### config.mk
export PLATFORM = sky130hd
export DESIGN_NAME = shk_ctrl_exec_flat
export DESIGN_NICKNAME = d
export VERILOG_FILES = /design/src/rtl/shk_ctrl_if.sv /design/src/rtl/shk_ctrl_exec.sv /design/src/flat_wrapper.sv
export SDC_FILE = /design/constraint.sdc
export NUM_CORES = 1
export LEC_CHECK = 0
export CAP_MARGIN = 0
export CORE_MARGIN = 4
export CORE_UTILIZATION = 54
export DETAILED_ROUTE_END_ITERATION = 8
export PLACE_DENSITY = 0.95
export REMOVE_ABC_BUFFERS = 1
export SLEW_MARGIN = 10
export SYNTH_ARGS = -nofsm -noshare
export SYNTH_HDL_FRONTEND = slang
export SYNTH_SLANG_ARGS = --single-unit
### constraint.sdc
create_clock -name s_sys_base_clock -period 3.3 [get_ports s_sys_base_clock]
set_input_delay 0.66 -clock s_sys_base_clock [delete_from_list [all_inputs] [get_ports s_sys_base_clock]]
set_output_delay 0.66 -clock s_sys_base_clock [all_outputs]
set_load 0.01 [all_outputs]
### src/rtl/shk_ctrl_if.sv
// shk control handshake bundle between the GPIO mapping stage (master) and the executor (slave).
interface shk_ctrl_if #(
  parameter int WD_SYNC = 16,
  parameter int WD_DLAY = 15
) ();
  // 4-phase level handshake: master raises wvalid with smosi/dmosi stable, slave raises
  // wready with smiso/dmiso valid, master drops wvalid, slave drops wready; a wvalid drop
  // before wready rises cancels the request.
  logic               wvalid;
  logic [WD_SYNC-1:0] smosi;
  logic [WD_DLAY-1:0] dmosi;
  logic               wready;
  logic [WD_SYNC-1:0] smiso;
  logic [WD_DLAY-1:0] dmiso;

  modport master (output wvalid, smosi, dmosi, input wready, smiso, dmiso);
  modport slave  (input wvalid, smosi, dmosi, output wready, smiso, dmiso);
endinterface

### src/rtl/shk_ctrl_exec.sv
// shk control executor: delayed one-cycle trigger, waits for datapath done, answers with code and cycle count.
// Optional SHK_CTRL_SYNC_EN: 2-flop synchronizer on wvalid ahead of edge detect and abort logic.
module shk_ctrl_exec #(
  parameter int WD_SYNC = 16,
  parameter int WD_DLAY = 15
) (
  input  logic               s_sys_base_clock,
  input  logic               s_sys_base_reset,
  shk_ctrl_if.slave          s_shk_ctrl,
  output logic               m_trig_pulse,
  output logic [WD_SYNC-1:0] m_trig_code,
  input  logic               m_trig_done,
  output logic               m_busy,
  output logic [2:0]         dbg_state
);

  typedef enum logic [2:0] {
    IDLE = 3'd0,
    DLAY = 3'd1,
    TRIG = 3'd2,
    WAIT = 3'd3,
    RESP = 3'd4
  } state_t;

  state_t             state;
  logic               wv;
  logic               wvalid_d;
  logic               armed;
  logic               rise;
  logic [WD_DLAY-1:0] cnt;
  logic [WD_DLAY-1:0] elapsed;
  logic               wready_q;
  logic [WD_SYNC-1:0] smiso_q;
  logic [WD_DLAY-1:0] dmiso_q;

`ifdef SHK_CTRL_SYNC_EN
  logic [1:0] sync_q;

  always_ff @(posedge s_sys_base_clock) begin
    if (s_sys_base_reset) begin
      sync_q <= 2'b00;
    end else begin
      sync_q <= {sync_q[0], s_shk_ctrl.wvalid};
    end
  end

  assign wv = sync_q[1];
`else
  assign wv = s_shk_ctrl.wvalid;
`endif

  // armed blocks a wvalid that is already high when reset releases from counting as a rise.
  assign rise = wv & ~wvalid_d & armed;

  always_ff @(posedge s_sys_base_clock) begin
    if (s_sys_base_reset) begin
      state        <= IDLE;
      wvalid_d     <= 1'b0;
      armed        <= 1'b0;
      cnt          <= '0;
      elapsed      <= '0;
      m_trig_pulse <= 1'b0;
      m_trig_code  <= '0;
      m_busy       <= 1'b0;
      wready_q     <= 1'b0;
      smiso_q      <= '0;
      dmiso_q      <= '0;
    end else begin
      wvalid_d     <= wv;
      m_trig_pulse <= 1'b0;
      if (!s_shk_ctrl.wvalid) armed <= 1'b1;
      case (state)
        IDLE: begin
          if (rise) begin
            m_trig_code <= s_shk_ctrl.smosi;
            cnt         <= s_shk_ctrl.dmosi;
            m_busy      <= 1'b1;
            if (s_shk_ctrl.dmosi == '0) begin
              state        <= TRIG;
              m_trig_pulse <= 1'b1;
            end else begin
              state <= DLAY;
            end
          end
        end
        DLAY: begin
          if (!wv) begin
            state  <= IDLE;
            m_busy <= 1'b0;
          end else begin
            cnt <= cnt - 1'b1;
            if (cnt == WD_DLAY'(1)) begin
              state        <= TRIG;
              m_trig_pulse <= 1'b1;
            end
          end
        end
        TRIG: begin
          elapsed <= '0;
          if (!wv) begin
            state  <= IDLE;
            m_busy <= 1'b0;
          end else begin
            state <= WAIT;
          end
        end
        WAIT: begin
          // A falling wvalid wins over a coincident done.
          if (!wv) begin
            state  <= IDLE;
            m_busy <= 1'b0;
          end else if (m_trig_done) begin
            smiso_q  <= m_trig_code;
            dmiso_q  <= elapsed;
            wready_q <= 1'b1;
            state    <= RESP;
          end else if (elapsed != '1) begin
            elapsed <= elapsed + 1'b1;
          end
        end
        RESP: begin
          if (!wv) begin
            wready_q <= 1'b0;
            state    <= IDLE;
            m_busy   <= 1'b0;
          end
        end
        default: begin
          state    <= IDLE;
          m_busy   <= 1'b0;
          wready_q <= 1'b0;
        end
      endcase
    end
  end

  assign s_shk_ctrl.wready = wready_q;
  assign s_shk_ctrl.smiso  = smiso_q;
  assign s_shk_ctrl.dmiso  = dmiso_q;
  assign dbg_state         = state;

endmodule

### src/flat_wrapper.sv
// flat-port wrapper written by rule: the top's interface ports become plain ports
module shk_ctrl_exec_flat 
#(
  parameter int WD_SYNC = 16,
  parameter int WD_DLAY = 15
)
  (s_sys_base_clock, s_sys_base_reset, m_trig_pulse, m_trig_code, m_trig_done, m_busy, dbg_state, s_shk_ctrl_wvalid, s_shk_ctrl_smosi, s_shk_ctrl_dmosi, s_shk_ctrl_wready, s_shk_ctrl_smiso, s_shk_ctrl_dmiso);
  shk_ctrl_if #(.WD_SYNC(WD_SYNC), .WD_DLAY(WD_DLAY)) s_shk_ctrl_i ();
  input  logic s_sys_base_clock;
  input  logic s_sys_base_reset;
  output logic m_trig_pulse;
  output logic [WD_SYNC-1:0] m_trig_code;
  input  logic m_trig_done;
  output logic m_busy;
  output logic [2:0] dbg_state;
  input wire logic [$bits(s_shk_ctrl_i.wvalid)-1:0] s_shk_ctrl_wvalid;
  input wire logic [$bits(s_shk_ctrl_i.smosi)-1:0] s_shk_ctrl_smosi;
  input wire logic [$bits(s_shk_ctrl_i.dmosi)-1:0] s_shk_ctrl_dmosi;
  output wire logic [$bits(s_shk_ctrl_i.wready)-1:0] s_shk_ctrl_wready;
  output wire logic [$bits(s_shk_ctrl_i.smiso)-1:0] s_shk_ctrl_smiso;
  output wire logic [$bits(s_shk_ctrl_i.dmiso)-1:0] s_shk_ctrl_dmiso;
  assign s_shk_ctrl_i.wvalid = s_shk_ctrl_wvalid;
  assign s_shk_ctrl_i.smosi = s_shk_ctrl_smosi;
  assign s_shk_ctrl_i.dmosi = s_shk_ctrl_dmosi;
  assign s_shk_ctrl_wready = s_shk_ctrl_i.wready;
  assign s_shk_ctrl_smiso = s_shk_ctrl_i.smiso;
  assign s_shk_ctrl_dmiso = s_shk_ctrl_i.dmiso;
  shk_ctrl_exec #(.WD_SYNC(WD_SYNC), .WD_DLAY(WD_DLAY)) u_core (.s_sys_base_clock(s_sys_base_clock), .s_sys_base_reset(s_sys_base_reset), .s_shk_ctrl(s_shk_ctrl_i), .m_trig_pulse(m_trig_pulse), .m_trig_code(m_trig_code), .m_trig_done(m_trig_done), .m_busy(m_busy), .dbg_state(dbg_state));
endmodule
Word level (Yosys, flattened, before mapping)
Index checks and enable logic that the tools add are counted.
W data, S select, Z words.
- flip-flop bits (word level): 85
- input bits: 35
- output and inout bits: 53
- word-level logic and storage cells: 73
- $add $sub $neg: 2
- equal/unequal tests: 16
- multiplexer cells: 27
- bitwise logic cells: 4
- reduce and logical (&&, ||, !) cells: 13
- operators by type and width (cell ; number):
    $mux W15 ; 5
    $pmux W15 S2 ; 2
    $mux W3 ; 6
    $add A15 B1 Y15 const B ; 1
    $eq A15 B1 Y1 const B ; 1
    $logic_not A15 Y1 ; 1
    $ne A15 B15 Y1 const B ; 1
    $pmux W3 S5 ; 1
    $sub A15 B1 Y15 const B ; 1
    $ne A2 B2 Y1 const B ; 6
    $reduce_and A4 Y1 ; 3
    $mux W1 ; 8
    $eq A3 B2 Y1 const B ; 2
    $reduce_and A3 Y1 ; 2
    $mux W2 ; 2
    $ne A2 B1 Y1 const B ; 2
    $pmux W1 S2 ; 2
    $reduce_and A2 Y1 ; 2
    $reduce_bool A2 Y1 ; 2
    $reduce_or A4 Y1 ; 1
    $eq A3 B1 Y1 const B ; 1
    $eq A3 B3 Y1 const B ; 1
    $logic_not A3 Y1 ; 1
    $ne A3 B2 Y1 const B ; 1
    other kinds (5) ; 7

Logic depth before layout (Yosys ltp)
- depth in word-level cells: 5
- gate-level depth with buffers: 7
- gate-level depth less buffers: 6

Worst setup path after synthesis
Ideal clock, no wire load.
- path type: input -> register
- start point: input port s_shk_ctrl_wvalid
- end point: register u_core.cnt[13]
- library setup time: 0.074 ns
- arrival: 1.931 ns
- data required time: 3.226 ns
- setup slack: 1.294 ns
- stages on the path: 5
- buffers on the path: 1
- cells stage by stage: buf_2 nor3b_2 o21ai_1 or4_1 a31oi_1
- longest elaborated chain between the ends: 4
- elaborated cells between the ends (all ways): 5
- classes of those cells: eq/ne (2); bitwise (2); reduce/logical (1)
- RTL lines (item ; RTL line ; source):
    from (decl) ; flat_wrapper.sv:16 ; input wire logic [$bits(s_shk_ctrl_i.wvalid)-1:0] s_shk_ctrl_wvalid;
    $and A1 B1 Y1 (2 in a row) ; shk_ctrl_exec.sv:53 ; assign rise = wv & ~wvalid_d & armed;
    $ne A2 B1 Y1 (no line) ; - ;
    $reduce_and A3 Y1 (no line) * ; - ;
    to (signal assigned) ; shk_ctrl_exec.sv:76 ; cnt <= s_shk_ctrl.dmosi;
    to (signal assigned) ; shk_ctrl_exec.sv:91 ; cnt <= cnt - 1'b1;
    to (decl) ; shk_ctrl_exec.sv:30 ; logic [WD_DLAY-1:0] cnt;
Mark *: on every way between the ends. The rest lies on a longest branch, timed or not.
A chain may end at the register's enable or synchronous reset.

Worst setup path after layout
- start point: input port s_shk_ctrl_wvalid
- end point: register u_core.elapsed[13]
- longest elaborated chain between the ends: 2
- RTL lines (item ; RTL line ; source):
    $ne A2 B2 Y1 (no line) ; - ;
    $reduce_and A4 Y1 (no line) ; - ;
    to (signal assigned) ; shk_ctrl_exec.sv:118 ; elapsed <= elapsed + 1'b1;
    to (decl) ; shk_ctrl_exec.sv:31 ; logic [WD_DLAY-1:0] elapsed;
Every way passes these cells.

==> reports/summary.txt <==
Max Cap Viol = 0
M1 wire length = 4430 um
IO Count = 88
Number of global-route vias before repair = 3701
Final Max Slew Viols = 0
Final Core Density = 73.2%
# resized after CTS = 0
Min Tclk post-route = 2.52 ns
R2R cell count = 4
CP endpoint kind = register
Critical Path AT = 2.76 ns
Setup TNS = 0 ns
Synthesis-to-finish area growth = 29.5%
Die area = 8650 um2
Final net count = 605
Final wirelength = 10600 um
Tot GR Track Use = 24.5%
Uppermost routed layer = met4
DR WL met3 = 745 um
Hold Buf Count CTS = 0
CTS tree = done
Slew HR = 43.0%
Comb pwr share = 11.0%
CTS Sinks = 85
Critical path's top delay family = simple AND/OR/NAND/NOR gates
Clock Tree Root = clkbuf_8
Switch share = 26.0%
Crit path buffers/inverters = 1
Setup Fix Bufs, Post-CTS = 0
CP Depth = 5
Die width = 93.0 um
Fin Clk Skew = 0.00847 ns
Starting Density = 56.5%
Via Count = 4025
DRC viols = 0
# H-tree levels = 3
Seq. cell area = 1700 um2
Die Y-Extent = 93.0 um
Reg2Reg Setup Slack = 1.01 ns
Ys async rst share = 0%
Core ar. = 6910 um2
First-pass GRT wire length = 17100 um
Hold depth = 2
Post-DRT Antenna Nets = 0
Avg WL per Cell = 15.8 um
Final hold viol count = 0
Internal power = 1.59 mW
Multi-input gate area in the final layout = 2030 um2
Fin crit share = 76.2%
EDFF count, synth = 0
Area leader, netlist = dfxtp_1
Worst-path fanout max = 11
CP max-delay cell = clkdlybuf4s50_1
Startpoint types = primary input
Cell Pwr Density = 426 nW/um2
RSZ-0062 raised after global routing = no
Clock share of power = 39.2%
Setup-failing EPs final = 0
FP Rows = 30
Top-count cell post-synth = nand2_1
Synth Register Bits = 85
IO Port Bufs = 87
Share of post-route cells with drive strength above 1 = 6.82%
Synth Area per Inst = 7.91 um2
Sequential share of power = 49.9%
CTS Buf Count = 9
Antenna Cells = 0
Post-Syn Instances = 493
Max frequency = 0.398 GHz
Total power = 2.15 mW
Remaining Overflow, GRT = 0
Part of the Yosys area used for sequential elements = 43.6%
First drt pass iteration count = 4
Status = complete, no violations
Commonest cells in the netlist = 109 x nand2_1, 85 x dfxtp_1, 70 x a21oi_1
Final Wtd Congestion = 0.920
Mapped Area = 3900 um2
Worst-path clk slew = 0.09 ns
VDD IR max = 0.337 mV
Routed wl met2 = 5140 um
Worst-Skew Late Latency = 0.36 ns
Setup CP Type = in -> reg
Antenna violations before repair = 0
Leak pwr = 1.63 nW
Fillers = 538
DRT iter0 DRCs = 292
Required @ worst endpoint = 3.55 ns
Max incr delay on CP = 0.69 ns
Post-synth top area share = 43.6%
Pin count of the biggest net entering global routing = 48
Clk buf depth = 2
Least-Margin Pin Slew = 0.847 ns
Synth top area cells = dfxtp_1 44%, nand2_1 10%, a21oi_1 9.0%, clkbuf_1 2.5%, nor4_1 1.9%
Min-Delay Path Class = reg -> reg
Post-synth top flop = dfxtp_1
CP Cell Sequence = clkdlybuf4s50_1 > nand4b_1 > or4_1 > o41ai_1 > a21oi_1
Vias/cell = 6.03
Number of distinct library cells after synthesis = 51
Final HPWL DP = 7360 um
Synthesis Warnings = 0
P_sw = 559 uW
## metal layers
metal | up-vias | GRT usage [%]
met2 | 193 | 39.1
met4 | 0 | 9.89
met3 | 27 | 6.03
li1 | 1924 | -
met5 | - | 0
met1 | 1881 | 31.6
## power groups by stage
stage	combinational, mW	sequential [mW]	clock, mW
after global placement	0.221	1.09	0
after global routing	0.255	1.08	0.885
after floorplan	0.113	1.09	0
final	0.236	1.07	0.843
after CTS	0.232	1.07	0.850
after detailed placement	0.231	1.10	0
## through the flow
step,hold WS [ns],instances,worst slack [ns],cell area (um2)
finish,0.454,668,0.785,5050
detailed placement,0.447,652,0.428,4830
global route,0.480,668,0.662,5050
floorplan,0.428,460,0.414,3770
global placement,0.441,652,0.541,4830
CTS,0.459,668,0.819,5050
## cell families after synthesis
family | Yosys count | synth area share (%)
AOI/OAI and AO/OA | 132 | 20.3
DFF | 85 | 43.6
and+or+nand+nor | 224 | 29.2
adders and majority gates | 3 | 0.963
muxes | 6 | 1.57
buffers and inverters | 43 | 4.36
## tightest hold or removal path, cell delays in order, from the launching register on
cell     delay (ns)
dfxtp_1        0.31
nand2_1        0.05
a21oi_1        0.05
## placed cells by master, fill, tap and decap left out, types with 5 or more instances in the layout
| cell | n |
|---|---|
| nor2_1 | 18 |
| a21oi_1 | 70 |
| nor4_1 | 12 |
| nor3_1 | 13 |
| nand2_1 | 109 |
| nand4b_1 | 6 |
| o41ai_1 | 8 |
| nor2b_1 | 5 |
| clkbuf_8 | 9 |
| or3_1 | 5 |
| clkdlybuf4s50_1 | 86 |
| a31oi_1 | 8 |
| o211ai_1 | 5 |
| buf_4 | 9 |
| inv_1 | 10 |
| mux2i_1 | 5 |
| o31ai_1 | 7 |
| nand3_1 | 13 |
| dfxtp_1 | 85 |
| or4_1 | 7 |
| o21ai_0 | 13 |
## registers in the layout, indices dropped and copies added (netlist names)
register,flops
u_core.armed,1
u_core.cnt,15
u_core.dbg_state,3
u_core.elapsed,15
u_core.m_busy,1
u_core.m_trig_code,16
u_core.m_trig_pulse,1
u_core.s_shk_ctrl.dmiso,15
u_core.s_shk_ctrl.smiso,16
u_core.s_shk_ctrl.wready,1
u_core.wvalid_d,1
## final timing paths
kind / from / endpoint
setup reg to reg: u_core.dbg_state[0] / u_core.elapsed[13]
hold / removal: u_core.s_shk_ctrl.dmiso[10] / u_core.s_shk_ctrl.dmiso[10]
hold reg to reg: u_core.s_shk_ctrl.dmiso[10] / u_core.s_shk_ctrl.dmiso[10]
setup / recovery: s_shk_ctrl_wvalid / u_core.elapsed[13]
## layout make-up
type,instances,area share [%]
Clock buffer,9,2.45
Clock inverter,7,2.03
Inverter,10,0.743
Multi-Input combinational cell,365,40.2
Sequential cell,85,33.7
Tap cell,96,2.38
Timing Repair Buffer,96,18.5
Power figures use the tool's default switching activity.
